$ cat src/rtl/elev_delay_timer_pkg.sv
// Shared types and constants for the elevator delay timers.
// One package serves every timed function in the controller.
package elev_timer_pkg;

    typedef enum logic [1:0] {
        IDLE,
        COUNT,
        DONE
    } timer_state_t;

    localparam int CLK_HZ_50M = 50_000_000;

    // Next state after a (re)load of the seconds counter.
    function automatic timer_state_t load_state(input logic zero);
        return zero ? DONE : COUNT;
    endfunction

endpackage

$ cat src/rtl/elev_delay_timer_if.sv
// Control/status bundle between the elevator FSM and one timer.
// The FSM side is master, the timer side is slave.
interface elev_delay_timer_if #(
    parameter int SEC_W = 4
);
    logic             enable;
    logic [SEC_W-1:0] delay_sec;
    logic             hold;
    logic             restart;
    logic             done;
    logic             done_pulse;
    logic             busy;
    logic [SEC_W-1:0] remaining_sec;

    modport master (
        output enable,
        output delay_sec,
        output hold,
        output restart,
        input  done,
        input  done_pulse,
        input  busy,
        input  remaining_sec
    );

    modport slave (
        input  enable,
        input  delay_sec,
        input  hold,
        input  restart,
        output done,
        output done_pulse,
        output busy,
        output remaining_sec
    );
endinterface

$ cat src/rtl/elev_delay_timer_prescaler.sv
// Divides clk_50M down to a one-cycle tick per second.
// clr wins over run; tick fires on the last cycle of a second.
module elev_sec_prescaler #(
    parameter int CLK_HZ = elev_timer_pkg::CLK_HZ_50M
) (
    input  logic clk_50M,
    input  logic rst_n,
    input  logic clr,
    input  logic run,
    output logic tick
);
    localparam int PRESC_W = $clog2(CLK_HZ);
    localparam logic [PRESC_W-1:0] LAST = PRESC_W'(CLK_HZ - 1);

    logic [PRESC_W-1:0] cnt_q;
    logic [PRESC_W-1:0] cnt_d;

    // Count up while running, wrap at the end of each second.
    always_comb begin
        cnt_d = cnt_q;
        if (clr) begin
            cnt_d = '0;
        end else if (run) begin
            if (cnt_q == LAST) begin
                cnt_d = '0;
            end else begin
                cnt_d = cnt_q + PRESC_W'(1);
            end
        end
    end

    // Prescaler register.
    always_ff @(posedge clk_50M or negedge rst_n) begin
        if (!rst_n) begin
            cnt_q <= '0;
        end else begin
            cnt_q <= cnt_d;
        end
    end

    assign tick = run && !clr && (cnt_q == LAST);

endmodule

$ cat src/rtl/elev_delay_timer.sv
// Seconds-resolution delay timer with hold, restart and done strobe.
// FSM plus seconds down-counter; all outputs come from flops.
module elev_delay_timer
    import elev_timer_pkg::*;
#(
    parameter int CLK_HZ = CLK_HZ_50M,
    parameter int SEC_W  = 4
) (
    input  logic clk_50M,
    input  logic rst_n,
    elev_delay_timer_if.slave tmr
);
    timer_state_t     state_q;
    timer_state_t     state_d;
    logic [SEC_W-1:0] rem_q;
    logic [SEC_W-1:0] rem_d;

    logic done_q;
    logic done_d;
    logic pulse_q;
    logic pulse_d;
    logic busy_q;
    logic busy_d;

    logic tick;
    logic presc_clr;
    logic presc_run;
    logic dly_zero;

    assign dly_zero  = (tmr.delay_sec == '0);
    assign presc_run = (state_q == COUNT) && !tmr.hold;
    assign presc_clr = !tmr.enable || tmr.restart
                       || (state_q != COUNT);

    elev_sec_prescaler #(
        .CLK_HZ (CLK_HZ)
    ) u_presc (
        .clk_50M (clk_50M),
        .rst_n   (rst_n),
        .clr     (presc_clr),
        .run     (presc_run),
        .tick    (tick)
    );

    // State and seconds counter registers.
    always_ff @(posedge clk_50M or negedge rst_n) begin
        if (!rst_n) begin
            state_q <= IDLE;
            rem_q   <= '0;
        end else begin
            state_q <= state_d;
            rem_q   <= rem_d;
        end
    end

    // Next state: enable low aborts, then restart, then hold, then tick.
    always_comb begin
        state_d = state_q;
        rem_d   = rem_q;
        if (!tmr.enable) begin
            state_d = IDLE;
            rem_d   = '0;
        end else begin
            unique case (state_q)
                IDLE: begin
                    rem_d   = tmr.delay_sec;
                    state_d = load_state(dly_zero);
                end
                COUNT: begin
                    if (tmr.restart) begin
                        rem_d   = tmr.delay_sec;
                        state_d = load_state(dly_zero);
                    end else if (tmr.hold) begin
                        rem_d = rem_q;
                    end else if (tick) begin
                        if (rem_q == SEC_W'(1)) begin
                            rem_d   = '0;
                            state_d = DONE;
                        end else begin
                            rem_d = rem_q - SEC_W'(1);
                        end
                    end
                end
                DONE: begin
                    if (tmr.restart) begin
                        rem_d   = tmr.delay_sec;
                        state_d = load_state(dly_zero);
                    end
                end
                default: begin
                    state_d = IDLE;
                    rem_d   = '0;
                end
            endcase
        end
    end

    // Outputs follow the next state; a pulse marks every fresh entry to DONE.
    always_comb begin
        done_d  = (state_d == DONE);
        busy_d  = (state_d == COUNT);
        pulse_d = (state_d == DONE)
                  && ((state_q != DONE) || tmr.restart);
    end

    // Output registers.
    always_ff @(posedge clk_50M or negedge rst_n) begin
        if (!rst_n) begin
            done_q  <= 1'b0;
            pulse_q <= 1'b0;
            busy_q  <= 1'b0;
        end else begin
            done_q  <= done_d;
            pulse_q <= pulse_d;
            busy_q  <= busy_d;
        end
    end

    assign tmr.done          = done_q;
    assign tmr.done_pulse    = pulse_q;
    assign tmr.busy          = busy_q;
    assign tmr.remaining_sec = rem_q;

endmodule

$ cat src/flat_wrapper.sv
// flat-port wrapper written by rule: the top's interface ports become plain ports
module elev_delay_timer_flat import elev_timer_pkg::*;
#(
    parameter int CLK_HZ = CLK_HZ_50M,
    parameter int SEC_W  = 4
)
  (clk_50M, rst_n, tmr_enable, tmr_delay_sec, tmr_hold, tmr_restart, tmr_done, tmr_done_pulse, tmr_busy, tmr_remaining_sec);
  elev_delay_timer_if #(.SEC_W(SEC_W)) tmr_i ();
  input  logic clk_50M;
  input  logic rst_n;
  input wire logic [$bits(tmr_i.enable)-1:0] tmr_enable;
  input wire logic [$bits(tmr_i.delay_sec)-1:0] tmr_delay_sec;
  input wire logic [$bits(tmr_i.hold)-1:0] tmr_hold;
  input wire logic [$bits(tmr_i.restart)-1:0] tmr_restart;
  output wire logic [$bits(tmr_i.done)-1:0] tmr_done;
  output wire logic [$bits(tmr_i.done_pulse)-1:0] tmr_done_pulse;
  output wire logic [$bits(tmr_i.busy)-1:0] tmr_busy;
  output wire logic [$bits(tmr_i.remaining_sec)-1:0] tmr_remaining_sec;
  assign tmr_i.enable = tmr_enable;
  assign tmr_i.delay_sec = tmr_delay_sec;
  assign tmr_i.hold = tmr_hold;
  assign tmr_i.restart = tmr_restart;
  assign tmr_done = tmr_i.done;
  assign tmr_done_pulse = tmr_i.done_pulse;
  assign tmr_busy = tmr_i.busy;
  assign tmr_remaining_sec = tmr_i.remaining_sec;
  elev_delay_timer #(.CLK_HZ(CLK_HZ), .SEC_W(SEC_W)) u_core (.clk_50M(clk_50M), .rst_n(rst_n), .tmr(tmr_i));
endmodule
$ cat config.mk
export PLATFORM = sky130hd
export DESIGN_NAME = elev_delay_timer_flat
export DESIGN_NICKNAME = d
export VERILOG_FILES = /design/src/rtl/elev_delay_timer_pkg.sv /design/src/rtl/elev_delay_timer_if.sv /design/src/rtl/elev_delay_timer_prescaler.sv /design/src/rtl/elev_delay_timer.sv /design/src/flat_wrapper.sv
export SDC_FILE = /design/constraint.sdc
export NUM_CORES = 1
export LEC_CHECK = 0
export ABC_CLOCK_PERIOD_IN_PS = 2400
export CORE_ASPECT_RATIO = 0.7
export CORE_UTILIZATION = 50
export CTS_CLUSTER_SIZE = 40
export DETAILED_ROUTE_END_ITERATION = 10
export PLACE_DENSITY = 0.7
export SKIP_CTS_REPAIR_TIMING = 1
export SLEW_MARGIN = 20
export SYNTH_ARGS = -nofsm -noshare
export SYNTH_HDL_FRONTEND = slang
export SYNTH_SLANG_ARGS = --single-unit
$ cat constraint.sdc
create_clock -name clk_50M -period 2.4 [get_ports clk_50M]
set_input_delay 0.24 -clock clk_50M [delete_from_list [all_inputs] [get_ports clk_50M]]
set_output_delay 0.24 -clock clk_50M [all_outputs]
set_load 0.05 [all_outputs]
==> results.py <==
metrics = {
    "pwr": {
        "p_leak_nw": 0.985,
        "ir_drop_uv": 305,
        "power_density_mw_per_mm2": 494,
        "total_power_mw": 1.19,
    },
    "worst_setup_path": {
        "crit_buf_inv": 0,
        "cp.required_ps": 2560,
        "crit_path_max_incr_delay_ps": 530,
        "path_class": "reg2reg",
        "r2r_cells": 6,
        "crit_fanout": 5,
        "end_kind": "flip-flop",
        "critical-path-top-delay-family": "simple AND/OR/NAND/NOR gates",
        "regToRegSetupSlack_ps": 200,
        "cp.arrival_ps": 2360,
        "start_kind": "flip-flop",
        "path_cells": "ha_1 > nand2_1 > or4_4 > or2_1 > o21ai_4 > mux2_1",
        "crit_slowest_cell": "or4_4",
        "worstReg2RegEnd": "u_core.tmr.remaining_sec[3]$_DFFE_PN0P_",
        "worstReg2RegStart": "u_core.u_presc.cnt_q[0]$_DFFE_PN0P_",
    },
    "placement": {
        "dp_hpwl_microns": 3530,
        "dp.cells": 294,
        "placed_cell_area_sq_mm": 0.00233,
        "port_buffers": 15,
        "gp_congestion": 0.862,
        "pre_cts_ws_ps": 201,
    },
    "routing": {
        "via_count": 1760,
        "drtPass1Iterations": 4,
        "wire_per_inst_microns": 15.4,
        "drc_errors": 0,
        "ant_nets": 0,
        "via_per_inst": 5.87,
        "drt_iter0_drc": 142,
        "wl_microns": 4630,
    },
    "die": {
        "ios": 16,
        "die_h_microns": 55.6,
        "num_rows": 19,
        "die_w_microns": 78.6,
        "initial_utilization": 0.523,
        "core_area_sq_mm": 0.00392,
        "dieArea_sq_mm": 0.00437,
    },
    "outcome": {
        "status": "finished, final reports clean",
    },
    "timing": {
        "slew_headroom": 0.488,
        "timing_hold_violations_final": 0,
        "hold_slack_ps": 29.2,
        "setup-violations-final": 0,
        "setup_tns_ps": 0,
        "slew_viol_final": 0,
        "worst_pin_slew_ps": 767,
        "skew_ps": 3.71,
        "fin_crit_ps": 2200,
        "rsz0062_at_grt": "no",
        "fmax_mhz": 455,
        "finalCritPeriodShare": 0.917,
        "fin_ws_ps": 200,
    },
    "clock_network": {
        "cts.clk_slew.worst_paths_ps": 60,
        "clkSinkCount": 35,
        "cts_root_buffer": "clkbuf_8",
        "tritoncts": "built",
        "htree_num_levels": 2,
        "clockBufferDepth": 2,
        "numCtsBuffers": 5,
        "clk_latency_ps": 280,
    },
    "synthesis": {
        "synth_edf_count": 0,
        "netlist_instances": 221,
        "async_reset_ff_frac": 1.00,
        "ys.flop_type": "dfrtp_1",
        "syn_nets": 233,
        "synth_warnings": 0,
        "ys_seq_area_frac": 0.427,
        "synth.avg_cell_area_sq_um": 9.29,
        "yosysUniqueCellTypes": 45,
        "synth.ff_latch_count": 35,
        "syn_area_sq_mm": 0.00205,
    },
    "final_layout": {
        "fin_area_sq_mm": 0.00240,
        "final_common_cell": "dfrtp_1",
        "antenna_cells": 0,
        "area_delta_synth_final_pct": 17.0,
        "layout.nets": 261,
        "layout_common_cells": "dfrtp_1, nor2_1, xor2_1, buf_4, clkdlybuf4s50_1",
        "num-fill-cells": 327,
        "postLayoutCoreUtil": 0.612,
        "drive_gt1_frac": 0.121,
        "stdcell_count": 300,
    },
    "global_routing": {
        "grt_pass1_wl_microns": 8080,
        "grt_usage": 0.241,
        "grt_max_degree": 36,
        "grt_pass1_vias": 1592,
        "gr-total-overflow": 0,
        "antenna_found_initial": 0,
    },
    "hold_path": {
        "min_path_type": "in2async",
    },
    "flow_run": {
        "cap_violations": 0,
    },
}
## final cells by class
class                      count  area [sq um]  share of cell area
clock buffer                   6          72.6              0.0302
multi-input combinational    170          1100               0.460
tap                           52          65.1              0.0271
sequential                    35           876               0.365
inverter                       7          26.3              0.0109
timing repair buffer          30           258               0.107
## synth_stat cells, types with 2 or more instances
library cell / number / area share
clkbuf_1: 6 / 0.011
nor2_1: 25 / 0.046
nor3_1: 3 / 0.0073
or3_1: 2 / 0.0061
nor2b_1: 4 / 0.012
dfrtp_1: 35 / 0.43
a21oi_1: 8 / 0.020
o211ai_1: 4 / 0.015
xor2_1: 15 / 0.064
xnor2_1: 4 / 0.017
a31oi_1: 6 / 0.018
a32o_1: 3 / 0.015
and4_1: 2 / 0.0085
o21ai_0: 7 / 0.017
o32ai_1: 2 / 0.0085
mux2_2: 2 / 0.011
ha_1: 3 / 0.018
inv_1: 7 / 0.013
nor4b_1: 2 / 0.0085
nand2b_1: 4 / 0.012
and3_1: 10 / 0.030
nor4_1: 7 / 0.021
nand3_1: 12 / 0.029
nand4_1: 12 / 0.037
nand2_1: 13 / 0.024
nand3b_1: 2 / 0.0073
a211oi_1: 3 / 0.011
## how the worst max path moves through the flow
stage | slack (ps) | cells past startpoint | to | start
2_1_floorplan | 290 | 6 | u_core.tmr.remaining_sec[3]$_DFFE_PN0P_ | u_core.u_presc.cnt_q[0]$_DFFE_PN0P_
3_3_place_gp | 230 | 7 | u_core.u_presc.cnt_q[17]$_DFFE_PN0P_ | tmr_enable
3_5_place_dp | 200 | 7 | u_core.tmr.remaining_sec[2]$_DFFE_PN0P_ | u_core.u_presc.cnt_q[0]$_DFFE_PN0P_
4_1_cts | 180 | 7 | u_core.tmr.remaining_sec[2]$_DFFE_PN0P_ | u_core.u_presc.cnt_q[0]$_DFFE_PN0P_
5_1_grt | 30 | 7 | u_core.tmr.remaining_sec[2]$_DFFE_PN0P_ | u_core.u_presc.cnt_q[0]$_DFFE_PN0P_
6_report | 200 | 6 | u_core.tmr.remaining_sec[3]$_DFFE_PN0P_ | u_core.u_presc.cnt_q[0]$_DFFE_PN0P_
## power by group
group          total [mW]  switching, mW  internal (mW)
logic               0.186          0.113         0.0736
clock network       0.379          0.186          0.193
registers           0.622         0.0183          0.604
## sequential cells by signal (all words and copies together), names as in the netlist
name / flops
u_core.u_presc.cnt_q: 26
u_core.tmr.remaining_sec: 4
u_core.state_q: 2
u_core.tmr.busy: 1
u_core.tmr.done: 1
u_core.tmr.done_pulse: 1
## layer usage
metal | track usage | vias up | share of wire
li1 | - | 864 | -
met1 | 0.397 | 833 | 0.53
met2 | 0.307 | 59 | 0.39
met3 | 0.0705 | 4 | 0.073
met4 | 0.0423 | 0 | 0.0065
met5 | 0 | - | 0
## logic make-up after synthesis
group,Yosys count,share of synthesized area
buffers and inverters,16,0.0353
DFF,35,0.427
adders and majority gates,3,0.0183
and+or+nand+nor,106,0.291
muxes,3,0.0165
AOI/OAI and AO/OA,39,0.132
xor gates and xnor gates,19,0.0810
(Power assumes the default switching activity.)
